<file path="config.mk">
export PLATFORM = sky130hd
export DESIGN_NAME = imem_port_arbiter_flat
export DESIGN_NICKNAME = d
export VERILOG_FILES = /design/src/rtl/imem_port_arbiter_if.sv /design/src/rtl/imem_port_arbiter.sv /design/src/flat_wrapper.sv
export SDC_FILE = /design/constraint.sdc
export NUM_CORES = 1
export LEC_CHECK = 0
export ABC_AREA = 1
export CAP_MARGIN = 10
export CORE_AREA = 2 2 105 107
export CTS_CLUSTER_SIZE = 25
export DETAILED_ROUTE_END_ITERATION = 16
export DIE_AREA = 0 0 107 109
export PLACE_DENSITY = 0.64
export SLEW_MARGIN = 40
export SYNTH_ARGS = -nofsm -noshare
export SYNTH_HDL_FRONTEND = slang
export SYNTH_SLANG_ARGS = --single-unit
</file>
<file path="constraint.sdc">
create_clock -name clk -period 1.65 [get_ports clk]
set_input_delay 0.33 -clock clk [delete_from_list [all_inputs] [get_ports clk]]
set_output_delay 0.33 -clock clk [all_outputs]
set_load 0.05 [all_outputs]
</file>
<file path="src/rtl/imem_port_arbiter_if.sv">
// Bundle of the fetch port, load/store port and shared memory bus around imem_port_arbiter.
// slave: arbiter side; master: core + memory side.
interface imem_port_arbiter_if #(
  parameter int unsigned AW = 32,
  parameter int unsigned DW = 32
);
  logic          if_req;
  logic [AW-1:0] if_addr;
  logic          if_gnt;
  logic          if_rvalid;
  logic [DW-1:0] if_rdata;

  logic          dm_req;
  logic          dm_we;
  logic [AW-1:0] dm_addr;
  logic [DW-1:0] dm_wdata;
  logic          dm_gnt;
  logic          dm_rvalid;
  logic [DW-1:0] dm_rdata;

  logic          mem_en;
  logic          mem_we;
  logic [AW-1:0] mem_addr;
  logic [DW-1:0] mem_wdata;
  logic [DW-1:0] mem_rdata;

  modport slave (
    input  if_req, if_addr, dm_req, dm_we, dm_addr, dm_wdata, mem_rdata,
    output if_gnt, if_rvalid, if_rdata, dm_gnt, dm_rvalid, dm_rdata,
           mem_en, mem_we, mem_addr, mem_wdata
  );

  modport master (
    output if_req, if_addr, dm_req, dm_we, dm_addr, dm_wdata, mem_rdata,
    input  if_gnt, if_rvalid, if_rdata, dm_gnt, dm_rvalid, dm_rdata,
           mem_en, mem_we, mem_addr, mem_wdata
  );
endinterface

</file>
<file path="src/rtl/imem_port_arbiter.sv">
// Shares one fixed-latency single-port memory between the fetch (IF) and load/store (DM) ports.
// ARB_RR_EN defined: round-robin on conflict; undefined: fixed priority, DM over IF.
module imem_port_arbiter #(
  parameter int unsigned AW      = 32,
  parameter int unsigned DW      = 32,
  parameter int unsigned MEM_LAT = 1
) (
  input logic                 clk,
  input logic                 rst_n,
  imem_port_arbiter_if.slave  bus
);

  localparam logic [0:0] IDLE     = 1'b0;
  localparam logic [0:0] WAIT     = 1'b1;
  localparam logic [1:0] OWN_NONE = 2'b00;
  localparam logic [1:0] OWN_IF   = 2'b01;
  localparam logic [1:0] OWN_DM   = 2'b10;
  localparam logic [2:0] LAT      = 3'(MEM_LAT);

  logic [0:0]    state;
  logic [2:0]    cnt;
  logic [1:0]    owner;
  logic          op_we;

  logic          last_cycle;
  logic          window;
  logic          dm_win;
  logic          if_gnt;
  logic          dm_gnt;
  logic          any_gnt;
  logic          mem_we;
  logic [AW-1:0] sel_addr;
  logic [DW-1:0] sel_wdata;
  logic          if_rvalid;
  logic          dm_rvalid;
  logic [DW-1:0] if_rdata;
  logic [DW-1:0] dm_rdata;

  // The response cycle doubles as the next grant window, giving one transaction per MEM_LAT cycles.
  assign last_cycle = (state == WAIT) && (cnt == 3'd1);
  assign window     = rst_n && ((state == IDLE) || last_cycle);

`ifdef ARB_RR_EN
  logic rr_last;  // 1: DM was granted last, 0: IF

  assign dm_win = bus.dm_req && (!bus.if_req || !rr_last);

  always_ff @(posedge clk or negedge rst_n) begin
    if (!rst_n) begin
      rr_last <= 1'b0;
    end else if (any_gnt) begin
      rr_last <= dm_gnt;
    end
  end
`else
  assign dm_win = bus.dm_req;
`endif

  always_comb begin
    dm_gnt    = window && dm_win;
    if_gnt    = window && bus.if_req && !dm_win;
    any_gnt   = dm_gnt || if_gnt;
    mem_we    = dm_gnt && bus.dm_we;
    sel_addr  = '0;
    sel_wdata = '0;
    if (dm_gnt) begin
      sel_addr  = bus.dm_addr;
      sel_wdata = bus.dm_we ? bus.dm_wdata : '0;
    end else if (if_gnt) begin
      sel_addr  = bus.if_addr;
    end
  end

  always_comb begin
    if_rvalid = last_cycle && (owner == OWN_IF);
    dm_rvalid = last_cycle && (owner == OWN_DM);
    if_rdata  = if_rvalid ? bus.mem_rdata : '0;
    dm_rdata  = (dm_rvalid && !op_we) ? bus.mem_rdata : '0;
  end

  always_ff @(posedge clk or negedge rst_n) begin
    if (!rst_n) begin
      state <= IDLE;
      cnt   <= '0;
      owner <= OWN_NONE;
      op_we <= 1'b0;
    end else if (any_gnt) begin
      state <= WAIT;
      cnt   <= LAT;
      owner <= dm_gnt ? OWN_DM : OWN_IF;
      op_we <= mem_we;
    end else if (state == WAIT) begin
      if (cnt == 3'd1) begin
        state <= IDLE;
        cnt   <= '0;
        owner <= OWN_NONE;
        op_we <= 1'b0;
      end else begin
        cnt <= cnt - 3'd1;
      end
    end
  end

  assign bus.if_gnt    = if_gnt;
  assign bus.dm_gnt    = dm_gnt;
  assign bus.if_rvalid = if_rvalid;
  assign bus.dm_rvalid = dm_rvalid;
  assign bus.if_rdata  = if_rdata;
  assign bus.dm_rdata  = dm_rdata;
  assign bus.mem_en    = any_gnt;
  assign bus.mem_we    = mem_we;
  assign bus.mem_addr  = sel_addr;
  assign bus.mem_wdata = sel_wdata;

endmodule

</file>
<file path="src/flat_wrapper.sv">
// flat-port wrapper written by rule: the top's interface ports become plain ports
module imem_port_arbiter_flat 
#(
  parameter int unsigned AW      = 32,
  parameter int unsigned DW      = 32,
  parameter int unsigned MEM_LAT = 1
)
  (clk, rst_n, bus_if_req, bus_if_addr, bus_dm_req, bus_dm_we, bus_dm_addr, bus_dm_wdata, bus_mem_rdata, bus_if_gnt, bus_if_rvalid, bus_if_rdata, bus_dm_gnt, bus_dm_rvalid, bus_dm_rdata, bus_mem_en, bus_mem_we, bus_mem_addr, bus_mem_wdata);
  imem_port_arbiter_if #(.AW(AW), .DW(DW)) bus_i ();
  input logic clk;
  input logic rst_n;
  input wire logic [$bits(bus_i.if_req)-1:0] bus_if_req;
  input wire logic [$bits(bus_i.if_addr)-1:0] bus_if_addr;
  input wire logic [$bits(bus_i.dm_req)-1:0] bus_dm_req;
  input wire logic [$bits(bus_i.dm_we)-1:0] bus_dm_we;
  input wire logic [$bits(bus_i.dm_addr)-1:0] bus_dm_addr;
  input wire logic [$bits(bus_i.dm_wdata)-1:0] bus_dm_wdata;
  input wire logic [$bits(bus_i.mem_rdata)-1:0] bus_mem_rdata;
  output wire logic [$bits(bus_i.if_gnt)-1:0] bus_if_gnt;
  output wire logic [$bits(bus_i.if_rvalid)-1:0] bus_if_rvalid;
  output wire logic [$bits(bus_i.if_rdata)-1:0] bus_if_rdata;
  output wire logic [$bits(bus_i.dm_gnt)-1:0] bus_dm_gnt;
  output wire logic [$bits(bus_i.dm_rvalid)-1:0] bus_dm_rvalid;
  output wire logic [$bits(bus_i.dm_rdata)-1:0] bus_dm_rdata;
  output wire logic [$bits(bus_i.mem_en)-1:0] bus_mem_en;
  output wire logic [$bits(bus_i.mem_we)-1:0] bus_mem_we;
  output wire logic [$bits(bus_i.mem_addr)-1:0] bus_mem_addr;
  output wire logic [$bits(bus_i.mem_wdata)-1:0] bus_mem_wdata;
  assign bus_i.if_req = bus_if_req;
  assign bus_i.if_addr = bus_if_addr;
  assign bus_i.dm_req = bus_dm_req;
  assign bus_i.dm_we = bus_dm_we;
  assign bus_i.dm_addr = bus_dm_addr;
  assign bus_i.dm_wdata = bus_dm_wdata;
  assign bus_i.mem_rdata = bus_mem_rdata;
  assign bus_if_gnt = bus_i.if_gnt;
  assign bus_if_rvalid = bus_i.if_rvalid;
  assign bus_if_rdata = bus_i.if_rdata;
  assign bus_dm_gnt = bus_i.dm_gnt;
  assign bus_dm_rvalid = bus_i.dm_rvalid;
  assign bus_dm_rdata = bus_i.dm_rdata;
  assign bus_mem_en = bus_i.mem_en;
  assign bus_mem_we = bus_i.mem_we;
  assign bus_mem_addr = bus_i.mem_addr;
  assign bus_mem_wdata = bus_i.mem_wdata;
  imem_port_arbiter #(.AW(AW), .DW(DW), .MEM_LAT(MEM_LAT)) u_core (.clk(clk), .rst_n(rst_n), .bus(bus_i));
endmodule
</file>
# After elaboration in Yosys (flattened, before gate mapping)
# Index checks and enable logic that the tools add are counted.
# word_totals
ff_bits	7
inputBits	133
out_inout_bits	134
elab_cells	44
# classes
n_addsub	1
eq_ne	3
mux	19
bitwise	1
n_reduce_logical	16
# op_table
operator	n
$mux W32	6
$logic_and A1 B1 Y1	9
$mux W3	3
$mux W2	4
$mux W1	6
$reduce_bool A2 Y1	2
$eq A3 B1 Y1 const B	1
$sub A3 B1 Y3 const B	1
$eq A2 B1 Y1 const B	1
$eq A2 B2 Y1 const B	1
$logic_not A1 Y1	2
$logic_or A1 B1 Y1	2
$reduce_and A2 Y1	1
$not A1 Y1	1

# Longest topological paths before layout
# depth
word_depth	9
mapped_depth	9

# Least setup slack after synthesis
# No wires, ideal clock.
# synth_timing
path_kind	register to output
startpoint	register u_core.cnt[1]
endpoint	output port bus_dm_rdata[11]
arrival_ns	2.168
t_required_ns	1.320
slack_ns	-0.848
stages_incl_launch_ff	8
cell_sequence	dfrtp_1 inv_1 ha_1 nand3_4 nor3_4 nand2_4 buf_6 nor2_1
# synth_between
elab_chain_len	5
# synth_lines
item	line	source
from (decl)	imem_port_arbiter.sv:21	logic [2:0] cnt;
from (signal assigned)	imem_port_arbiter.sv:99	cnt <= cnt - 3'd1;
$eq A3 B1 Y1	imem_port_arbiter.sv:40	assign last_cycle = (state == WAIT) && (cnt == 3'd1);
$logic_and A1 B1 Y1	imem_port_arbiter.sv:40	
$logic_and A1 B1 Y1	imem_port_arbiter.sv:76	dm_rvalid = last_cycle && (owner == OWN_DM);
net bus_dm_rvalid	flat_wrapper.sv:23	output wire logic [$bits(bus_i.dm_rvalid)-1:0] bus_dm_rvalid;
$logic_and A1 B1 Y1	imem_port_arbiter.sv:78	dm_rdata = (dm_rvalid && !op_we) ? bus.mem_rdata : '0;
$mux W32	imem_port_arbiter.sv:78	
to (decl)	flat_wrapper.sv:24	output wire logic [$bits(bus_i.dm_rdata)-1:0] bus_dm_rdata;
# The timed path passes the listed nets, and every way through them passes these cells.

# Final worst setup path
# layout_timing
startpoint	register u_core.cnt[1]
endpoint	output port bus_mem_addr[14]
# layout_between
elab_chain_len	8
word_cells_on_any_way	9
classes_between	eq/ne: 1; mux: 2; reduce/logical: 6
# layout_lines
item	line	source
$eq A3 B1 Y1 (*)	imem_port_arbiter.sv:40	
$logic_and A1 B1 Y1 (*)	imem_port_arbiter.sv:40	
$logic_or A1 B1 Y1 (*)	imem_port_arbiter.sv:41	assign window = rst_n && ((state == IDLE) || last_cycle);
$logic_and A1 B1 Y1 (*)	imem_port_arbiter.sv:41	
$logic_and A1 B1 Y1 (2 in series)	imem_port_arbiter.sv:61	if_gnt = window && bus.if_req && !dm_win;
$mux W32	imem_port_arbiter.sv:69	end else if (if_gnt) begin
$mux W32 (*)	imem_port_arbiter.sv:66	if (dm_gnt) begin
to (decl)	flat_wrapper.sv:27	output wire logic [$bits(bus_i.mem_addr)-1:0] bus_mem_addr;
# Every way passes the cells marked *; elsewhere a longest branch is shown, timed or not.

==> summary.txt <==
Route
  • Wire per inst: 14.9 um
  • Initial DRT Pass Iterations: 4
  • Vias: 3,225
  • Met3 WL: 944 um
  • Avg Vias per Cell: 4.15
  • Post-route DRC: 0
  • Routed WL: 11,600 um
  • Final ANT Viol Nets: 0
  • DRT met1 WL: 3590 um
  • Uppermost layer routed: met4
  • Met2 WL: 6790 um
  • DRT iter0 DRCs: 67

Floorplanning
  • Chip Width: 107 um
  • I/O pins: 267
  • Core footprint: 0.0106 mm^2
  • Initial Util: 0.144
  • Die footprint: 0.0117 mm^2
  • Vert. Die Dim: 109 um
  • FP Rows: 38

CTS
  • Clk root buf: clkbuf_8
  • Htree depth: 1
  • CTS buffer count: 3
  • Clock transition at path regs: 40 ps
  • Clk_lat worst skew: 230 ps
  • Hold-fix buffers, CTS: 0
  • Clock Tree Buf Depth: 2
  • Clock Sinks: 7
  • CTS tree: done

Yosys
  • Net Count, Synth: 459
  • Cell area after synthesis: 0.00153 mm^2
  • Syn avg cell area: 4.72 um^2
  • Synth Warn #: 0
  • Cells after Synth: 324
  • Post-synthesis sequential area ratio: 0.114
  • Netlist cell types: 24
  • Synth top area cells: nand2_1 34%, nor2_1 22%, dfrtp_1 11%
  • Synth top area share: 0.336
  • Post-synth top area cell: nand2_1
  • #FFs+latches synth: 7

STA
  • Worst Tran Pin Value: 261 ps
  • Worst Hold Slack: 456 ps
  • Setup_tns: -58,390 ps
  • Worst clock skew: 2.91 ps
  • Final worst slack: -550 ps
  • RSZ-0062 raised after global routing: true
  • Achievable Freq: 454 MHz
  • Slew Limit Fails: 0
  • Tcrit/Tclk final: 1.33
  • Slew margin rel.: 0.826
  • Clock period minus worst slack: 2200 ps
  • Hold Fails Final Rpt: 0
  • Setup violators final: 134

Setup path
  • Worst path required time: 1320 ps
  • Worst setup EP type: primary output
  • Crit path max fanout: 4
  • Delay-heaviest family, CP: buffers and inverters
  • Slowest Stage Delay on Critical Path: 370 ps
  • Buf/Inv on CP: 5
  • Crit-path cells: inv_2, ha_4, nand2_4, nand2_4, nand4_1, buf_4, clkinvlp_4, buf_4, nand2_4, nand2_8, buf_12
  • Worst setup SP type: flop
  • Most frequent CP cell: nand2_4
  • WS Path Type: flop to primary output
  • CP arrival: 1870 ps
  • Worst path slowest cell: dfrtp_1

Place
  • RD Place Congestion: 0.748
  • IO Port Bufs: 266
  • DP Area: 0.00777 mm^2
  • Pre-CTS WS: -476 ps
  • Dpl hpwl: 9990 um

Layout
  • Nets: 774
  • Diodes inserted: 0
  • Utilization after layout: 0.781
  • Most common cell after layout, fill and taps aside: buf_12
  • Layout cells sized above 1: 0.627
  • Fill cells: 637
  • Area delta synth->final: 441%
  • Final instance area: 0.00828 mm^2
  • Most frequent cells in the layout: 156 x buf_12, 132 x clkdlybuf4s50_1, 96 x nor2_4

Global route
  • Largest net degree at the start of global routing: 32
  • Number of global-route vias before repair: 3,568
  • GRT overflow: 0
  • Gr usage total: 0.194
  • Antenna violations before repair: 0
  • First-pass GRT wire length: 17,900 um

Power
  • Comb pwr share: 0.912
  • Net Sw Frac: 0.499
  • Power density over cell area: 769 mW/mm^2
  • Flop pwr share: 0.050
  • Peak VDD IR: 0.414 mV
  • LEAKAGE: 3.28 nW
  • NetSw: 0.00317 W
  • Clock share of power: 0.038
  • Internal: 0.00319 W

Hold path
  • Hold Crit Class: input pin to asynchronous set/reset pin

Flow run
  • Max cap viols: 0

Run status
  • Failing checks: setup timing
  • Status: finished, violations left
synthesized netlist by cell type:
library cell  instances
clkbuf_1              4
ha_1                  2
nand3_2               2
nor2_1               88
xor2_1                1
inv_1                43
o21ai_0               1
dfrtp_1               7
o21a_1                1
nor2_4                1
o211ai_1              1
nor2_2                9
nand4_1               1
nand3_1               3
nand3_4               1
buf_2                 9
nor3_4                1
nand2_4               1
buf_6                 3
nand2_1             137
buf_4                 3
inv_2                 3
nand3b_1              1
nand2_2               1
cells by family (layout without fill, tap and decap cells):
logic type | after synthesis | count (layout) | synth area share
xor gates and xnor gates | 1 | 1 | 0.00572
and+or+nand+nor | 246 | 246 | 0.661
AOI/OAI and AO/OA | 3 | 3 | 0.0131
DFF | 7 | 7 | 0.114
buffers and inverters | 65 | 379 | 0.189
adders and majority gates | 2 | 2 | 0.0164
what timing repair did:
item / CTS / global route
gates resized for setup: 34 / 23
cloned: 5 / 2
pin swaps: 48 / 12
setup buffers: 8 / 7
setup endpoints to repair: 134 / 134
endpoints found under the hold margin: 0 / 0
state kept, by name, summed over array words and instances (netlist names):
name / cells
u_core.cnt: 3
u_core.state: 1
u_core.owner: 2
u_core.op_we: 1
final cells by class:
type	count	area, um^2	share of cell area
Multi-Input combinational cell	252	2830	0.342
Clock buffer	4	45.0	0.00544
Inverter	46	190	0.0230
Tap cell	140	175	0.0212
Timing Repair inverter	1	7.51	0.000907
Sequential cell	7	175	0.0212
Timing Repair Buffer	328	4850	0.586
final timing paths:
path | from | endpoint | slack, ps | cells past startpoint
max in group asynchronous | rst_n | u_core.state | 1070 | 2
worst min register to register | u_core.op_we | u_core.op_we | 510 | 2
worst max-delay path | u_core.cnt[1] | bus_mem_addr[14] | -550 | 11
min in group clk | u_core.op_we | u_core.op_we | 510 | 2
worst max register to register | u_core.cnt[1] | u_core.owner[1] | 60 | 11
worst min-delay path | rst_n | u_core.cnt[1] | 460 | 2
routing by layer:
layer,global-route usage,up-vias
li1,-,1559
met1,0.184,1481
met2,0.402,167
met3,0.0520,18
met4,0.0594,0
met5,0,-
through the flow:
| stage | cells | total power [W] |
|---|---|---|
| finish | 778 | 0.00637 |
| detailed placement | 756 | 0.00568 |
| global placement | 756 | 0.00559 |
| global route | 778 | 0.00664 |
| CTS | 773 | 0.00624 |
| floorplan | 324 | 0.00324 |
power by group through the flow:
stage / logic, W / registers [W] / clock network [W]
after CTS: 0.00569 / 0.000310 / 0.000245
after global routing: 0.00605 / 0.000326 / 0.000263
after global placement: 0.00529 / 0.000301 / 0
after floorplan: 0.00294 / 0.000308 / 0
final: 0.00580 / 0.000320 / 0.000242
after detailed placement: 0.00537 / 0.000308 / 0
(Power assumes the default switching activity.)
